$ cat config.mk
export PLATFORM = sky130hd
export DESIGN_NAME = regfile_scoreboard
export DESIGN_NICKNAME = d
export VERILOG_FILES = /design/src/rtl/regfile_scoreboard.sv
export SDC_FILE = /design/constraint.sdc
export NUM_CORES = 2
export LEC_CHECK = 0
export ABC_CLOCK_PERIOD_IN_PS = 3600
export CORE_MARGIN = 2
export CORE_UTILIZATION = 63
export DETAILED_ROUTE_END_ITERATION = 10
export PLACE_DENSITY = 0.88
export SLEW_MARGIN = 30
export SYNTH_ARGS = -nofsm -noshare
export SYNTH_HDL_FRONTEND = slang
export SYNTH_SLANG_ARGS = --single-unit
export TNS_END_PERCENT = 30
$ cat constraint.sdc
create_clock -name clk_i -period 3.6 [get_ports clk_i]
set_input_delay 0.54 -clock clk_i [delete_from_list [all_inputs] [get_ports clk_i]]
set_output_delay 0.54 -clock clk_i [all_outputs]
set_load 0.01 [all_outputs]
$ cat src/rtl/regfile_scoreboard.sv
// Register file with write-through bypass plus a per-register pending-write scoreboard
// that tracks in-flight destination writes between issue and writeback.
package regfile_scoreboard_pkg;
    localparam int unsigned WB_XLEN     = 32;
    localparam int unsigned WB_IDX_BITS = 5;

    typedef struct packed {
        logic                   rd_we;
        logic [WB_IDX_BITS-1:0] rd_s;
        logic [WB_XLEN-1:0]     rd_v;
    } wb_id_t;
endpackage

module regfile_scoreboard #(
    parameter int unsigned XLEN        = 32,
    parameter int unsigned RF_IDX_BITS = 5,
    parameter int unsigned PEND_BITS   = 2
) (
    input  logic                            clk_i,
    input  logic                            rst_ni,
    input  regfile_scoreboard_pkg::wb_id_t  wb_id_i,
    input  logic [RF_IDX_BITS-1:0]          rs1_s_i,
    input  logic [RF_IDX_BITS-1:0]          rs2_s_i,
    output logic [XLEN-1:0]                 rs1_v_o,
    output logic [XLEN-1:0]                 rs2_v_o,
    output logic                            rs1_busy_o,
    output logic                            rs2_busy_o,
    input  logic                            issue_valid_i,
    input  logic                            issue_rd_we_i,
    input  logic [RF_IDX_BITS-1:0]          issue_rd_s_i,
    output logic                            issue_ready_o,
    input  logic                            flush_i
);
    localparam int unsigned NREG = 2 ** RF_IDX_BITS;

    logic [XLEN-1:0]        regs     [NREG];
    logic [PEND_BITS-1:0]   pend     [NREG];
    logic [PEND_BITS-1:0]   pend_nxt [NREG];

    logic                   wb_we;
    logic [RF_IDX_BITS-1:0] wb_s;
    logic [XLEN-1:0]        wb_v;
    logic                   retire;
    logic                   accept;

    assign wb_we  = wb_id_i.rd_we;
    assign wb_s   = RF_IDX_BITS'(wb_id_i.rd_s);
    assign wb_v   = XLEN'(wb_id_i.rd_v);
    assign retire = wb_we & (wb_s != '0);
    assign accept = issue_valid_i & issue_ready_o & issue_rd_we_i & (issue_rd_s_i != '0);

    // Entry 0 is cleared by reset and never written, so it always reads zero.
    always_ff @(posedge clk_i or negedge rst_ni) begin
        if (!rst_ni) begin
            for (int i = 0; i < int'(NREG); i++) regs[i] <= '0;
        end else if (retire) begin
            regs[wb_s] <= wb_v;
        end
    end

    always_ff @(posedge clk_i or negedge rst_ni) begin
        if (!rst_ni) begin
            for (int i = 0; i < int'(NREG); i++) pend[i] <= '0;
        end else begin
            for (int i = 0; i < int'(NREG); i++) pend[i] <= pend_nxt[i];
        end
    end

    // Flush beats everything; a matched issue+retire cancels; retire saturates at zero.
    always_comb begin
        for (int i = 0; i < int'(NREG); i++) pend_nxt[i] = pend[i];
        if (flush_i) begin
            for (int i = 0; i < int'(NREG); i++) pend_nxt[i] = '0;
        end else begin
            for (int i = 1; i < int'(NREG); i++) begin
                if (accept && (issue_rd_s_i == RF_IDX_BITS'(i)) &&
                    !(retire && (wb_s == RF_IDX_BITS'(i)))) begin
                    pend_nxt[i] = pend[i] + PEND_BITS'(1);
                end else if (retire && (wb_s == RF_IDX_BITS'(i)) &&
                             !(accept && (issue_rd_s_i == RF_IDX_BITS'(i))) &&
                             (pend[i] != '0)) begin
                    pend_nxt[i] = pend[i] - PEND_BITS'(1);
                end
            end
        end
    end

    always_comb begin
        rs1_v_o = (retire && (wb_s == rs1_s_i)) ? wb_v : regs[rs1_s_i];
        rs2_v_o = (retire && (wb_s == rs2_s_i)) ? wb_v : regs[rs2_s_i];
    end

    // Busy clears in the cycle the last outstanding write is being retired.
    always_comb begin
        rs1_busy_o = (rs1_s_i != '0) && (pend[rs1_s_i] != '0) &&
                     !(retire && (wb_s == rs1_s_i) && (pend[rs1_s_i] == PEND_BITS'(1)));
        rs2_busy_o = (rs2_s_i != '0) && (pend[rs2_s_i] != '0) &&
                     !(retire && (wb_s == rs2_s_i) && (pend[rs2_s_i] == PEND_BITS'(1)));
    end

    // Independent of issue_valid_i so decode can use it without a loop.
    assign issue_ready_o = !(issue_rd_we_i && (issue_rd_s_i != '0) && (&pend[issue_rd_s_i]));

endmodule

# Word-level counts from Yosys, hierarchy flattened
# Cells that the tools add are included.
# totals
ff_bits	1086
in_bits	58
wordCells	587
out_inout_bits	67
# classes
n_bitwise	8
add_sub_neg	62
n_mux	83
reduce_logical	300
n_eq_ne	66
magnitude_cmp	5
# ops
operator	count
1024-bit bitwise mux	1
32-bit binary-select mux with 5-bit select	2
32-bit two-way mux	7
1-bit logical AND	166
32-bit demux with 5-bit select	1
5-bit == test (second input constant)	32
2-bit two-way mux	68
3-bit nonzero test	31
5-bit by 4-bit == test with 1-bit output (second input constant)	16
2-bit nonzero test	33
1-bit zero test	65
2-bit by 1-bit adder with 2-bit output (second input constant)	31
62-bit two-way mux	1
2-bit by 1-bit subtractor with 2-bit output (second input constant)	31
5-bit by 3-bit == test with 1-bit output (second input constant)	8
2-bit binary-select mux with 5-bit select	3
6-bit greater-or-equal comparator (second input constant)	4
5-bit NOT with 6-bit output	4
5-bit by 2-bit == test with 1-bit output (second input constant)	4
5-bit nonzero test	4
5-bit by 1-bit == test with 1-bit output (second input constant)	2
5-bit == test	2
6-bit by 1-bit less-than comparator with 1-bit output (second input constant)	1
1-bit bitwise AND	4
other kinds (2)	3

# Longest topological paths before layout
# logic_depth
depth_word	17
mapped_depth	9
ltp_nobuf	6

# Worst setup path after synthesis
# OpenSTA, ideal clock, no wires.
# synth_path
path_type	in2out
startpoint	in rs2_s_i[0]
endpoint	out rs2_v_o[10]
required_time_ns	3.060
setup_slack_ns	0.452
arrival_ns	2.608
path_stages	7
n_path_buf	3
path_cell_list	clkbuf_1 > clkbuf_1 > buf_2 > mux4_2 > mux4_2 > mux2i_1 > o21ai_0
# synth_between
elab_chain_len	5
# synth_lines
item	line_no	rtl
from (decl)	23	input logic [RF_IDX_BITS-1:0] rs2_s_i,
5-bit NOT with 6-bit output (implied by the code)	90	rs2_v_o = (retire && (wb_s == rs2_s_i)) ? wb_v : regs[rs2_s_i];
32-bit binary-select mux with 5-bit select	90	
32-bit two-way mux (implied by the code) (2 in series)	90	
32-bit two-way mux *	90	
to (decl)	25	output logic [XLEN-1:0] rs2_v_o,
# Mark *: on every way between the ends. The rest lies on a longest branch, timed or not. The select of a mux whose other input is x is not followed.

# Worst setup path after layout
# layout_path
startpoint	reg regs[927] (netlist name)
endpoint	out rs2_v_o[31]
# layout_between
elab_chain_len	4
# layout_lines
item	line_no	rtl
from (decl)	36	logic [XLEN-1:0] regs [NREG];
from (signal, indexed assignment)	57	regs[wb_s] <= wb_v;
32-bit binary-select mux with 5-bit select	90	
32-bit two-way mux (implied by the code) (2 in series)	90	
32-bit two-way mux	90	
# Every way passes these cells. The select of a mux whose other input is x is not followed.

==> metrics.cfg <==
[outcome]
outcome=complete, but fails checks
violations=setup timing

[setup_path]
worst_setup_path_end_kind=output pin
worstPathArrival_ns=3.13
critical_path.cell_chain=mux4_2 -> mux4_2 -> mux2i_1 -> buf_4 -> o21ai_0 -> clkdlybuf4s50_1
critPathKind=reg2out
slowest_delay_ns=0.55
critPathMaxFanout=3
critPathSlowestCell=mux4_2
worstPathRequired_ns=3.06
startpoint_type=flop
crit_top_cell=mux4_2

[timing]
setup_viol=4
fin_ws_ns=-0.07272
finalCritPeriodShare_pct=102.0
max-slew-margin-rel_pct=35.35
finalHoldViolCount=0
rsz0062_at_grt=true
worst_pin_slew_ns=0.9697
skew_ns=0.01093
min_period_ns=3.673
slew_violations=0
max_clock_freq_mhz=272.3

[synth]
ys_seq_area_share_pct=45.66
avgSynthCellArea_um2=15.41
syn_area_um2=59520
syn_inst=3863
ys_warn_count=0
async_flop_share_pct=100.0
synth_edf_count=0
synthesis.nets=3921
synth.distinct_cells=56
ys_seq_elements=1086
yosys_most_used_dff=dfrtp_1

[floorplanning]
die_y_um=311.4
core_um2=93470
placementRows=112
boundaryPins=125
dieArea_um2=96950
start_util_pct=63.67
fp.dieW_um=311.4

[clock_network]
cts_tree=yes
clock-sinks=1086
clk_latency_ns=0.72
worst_setup_hold_path_clk_slew_ns=0.06
clockBufferDepth=3
ctsRootBufferMaster=clkbuf_16
cts_made_buffers=110
cts.htree.levels=3

[job]
cap_violations=0

[grt]
grt_pass1_wl_um=274500
grt_pass1_vias=42820
track_usage_pct=37.98
grt-ovfl-total=0
antenna_found_initial=2
grt_max_degree=96

[power]
p_leak_nw=29.75
irDropWorstVdd_uv=384.6
power_density_nw_per_um2=534.2

[finish]
area_growth_pct=15.73
fillerInstances=5128
drive_above_1_share_pct=55.87
stdcell_area_um2=68880
post-route-util_pct=73.69
fin_nets=4054
multiInputGateArea_um2=30930
regArea_um2=27180

[route]
drt_iter0_drc=5633
drt-total-wl_um=181800
drc=0
vias=40550
vias_per_cell=7.583
wire_per_inst_um=34.00
dr.pass1.iters=5
ant_nets=0

[place]
gp_congestion=0.9016
dpl_cell_area_um2=64620
place_hpwl_um=103900
portBuffers=124
pre_cts_slack_ns=-0.1569

[worst_hold_path]
hp-class=reg2reg

[sequential cells by signal (all words and copies together) (netlist names)]
signal,flops
pend,62
regs,1024
[critical path, delay by kind of cell (launching register included)]
kind / cells / cell delay, ns
mux: 3 / 1.24
compound gates: 1 / 0.06
flops: 1 / 0.44
buf+inv: 2 / 0.66
[layer usage]
layer,part of all wire (%),global-route usage [%]
met1,35,49.12
met5,0,0
met4,7.0,23.28
met3,12,10.56
met2,46,57.75
[synthesized netlist by cell type (3+ instances only)]
cell type     n  area, um2
nand3b_1     10      75.07
nor4_1        3      18.77
nor2_1       76      285.3
buf_2        72      360.4
inv_1         6      22.52
mux4_2      678      15270
xor2_1        4      35.03
buf_1        44      165.2
or2_2         6      37.54
mux2_2     1008      11350
nor3b_1       7      52.55
nand2_1     110      412.9
clkbuf_1    315       1182
a211oi_1     21      157.7
o32ai_1      18      157.7
a22o_1        3      26.28
nand3_1      23      115.1
nor2b_1      24      150.1
mux2i_1      72      720.7
dfrtp_1    1086      27180
xnor2_1       9      78.83
o21ai_0      87      435.4
o2111ai_1    10      87.58
nand2b_1     24      150.1
and3_1        3      18.77
o21ba_2       4      40.04
and2_1       15      93.84
nor3_1       31      155.2
a21oi_1      47      235.2
o21a_1        3      22.52
o2111a_1      5      56.30
o211ai_1      3      22.52
nand4_1       4      25.02
[per-stage QoR]
| stage | setup TNS, ns | std cells | hold slack (ns) | power, W |
|---|---|---|---|---|
| finish | -0.1890 | 5348 | 0.3981 | 0.03680 |
| global route | -0.6132 | 5345 | 0.4124 | 0.03790 |
| CTS | -0.1246 | 5344 | 0.3785 | 0.03664 |
| detailed placement | -0.7515 | 5132 | 0.3836 | 0.02411 |
| global placement | -0.8551 | 5132 | 0.3767 | 0.02352 |
| floorplan | 0 | 3863 | 0.2444 | 0.02117 |
[layout by cell type, fill, tap and decap left out, drive strengths merged, types with 10 or more instances in the layout]
master / instances
mux4: 679
nor2b: 24
nand3: 23
nor2: 76
o32ai: 18
clkinv: 24
nor3: 31
clkdlybuf4s50: 66
o2111ai: 11
clkinvlp: 10
a21oi: 47
nand2: 110
clkbuf: 154
buf: 339
mux2: 1010
dlygate4sd2: 15
o21ai: 87
a211oi: 21
nand3b: 10
bufinv: 13
and2: 16
dlymetal6s2s: 31
dfrtp: 1086
mux2i: 72
inv: 11
nand2b: 24
[logic make-up after synthesis]
| kind of cell | share of synthesized area [%] |
|---|---|
| and+or+nand+nor | 2.765 |
| DFF | 45.66 |
| buffers and inverters | 2.945 |
| AOI/OAI and AO/OA | 2.416 |
| xor gates and xnor gates | 0.1913 |
| muxes | 46.02 |
[path summary, 6_finish.rpt]
check	from	end	slack, ns	cells after the start
max	regs[927]$_DFFE_PN0P_	rs2_v_o[31]	-0.07	6
min	regs[1012]$_DFFE_PN0P_	regs[1012]$_DFFE_PN0P_	0.40	0
max reg2reg	pend[32]$_DFFE_PN0P_	pend[58]$_DFFE_PN0P_	1.13	7
min reg2reg	regs[1012]$_DFFE_PN0P_	regs[1012]$_DFFE_PN0P_	0.40	0
max in group asynchronous	rst_ni	pend[38]$_DFFE_PN0P_	2.03	4
min in group asynchronous	rst_ni	regs[89]$_DFFE_PN0P_	0.43	2
[repair_timing]
action	CTS	global route
pin swaps	2	1
setup endpoints to repair	24	52
resized for setup	29	52
hold endpoints to repair	48	0
buffers inserted	3	0
hold buffers	1	0
cloned	2	0
[area by class of cell]
type,count,share of cell area [%]
diodes,4,0.01453
clock buffers,154,4.690
clock inverters,52,1.012
inverters,6,0.03270
multi-input cells,2338,44.91
flip-flops and latches,1086,39.46
well taps,1254,2.278
repair buffers,454,7.600
[power breakdown]
group | internal (W) | total [W] | switching [W] | leakage, nW
logic | 0.00504 | 0.00810 | 0.00307 | 13.8
registers | 0.0144 | 0.0163 | 0.00187 | 14.0
clock network | 0.00723 | 0.0124 | 0.00519 | 1.91
total | 0.0267 | 0.0368 | 0.0101 | 29.8
Note: power is estimated with default switching activity, not from simulation.
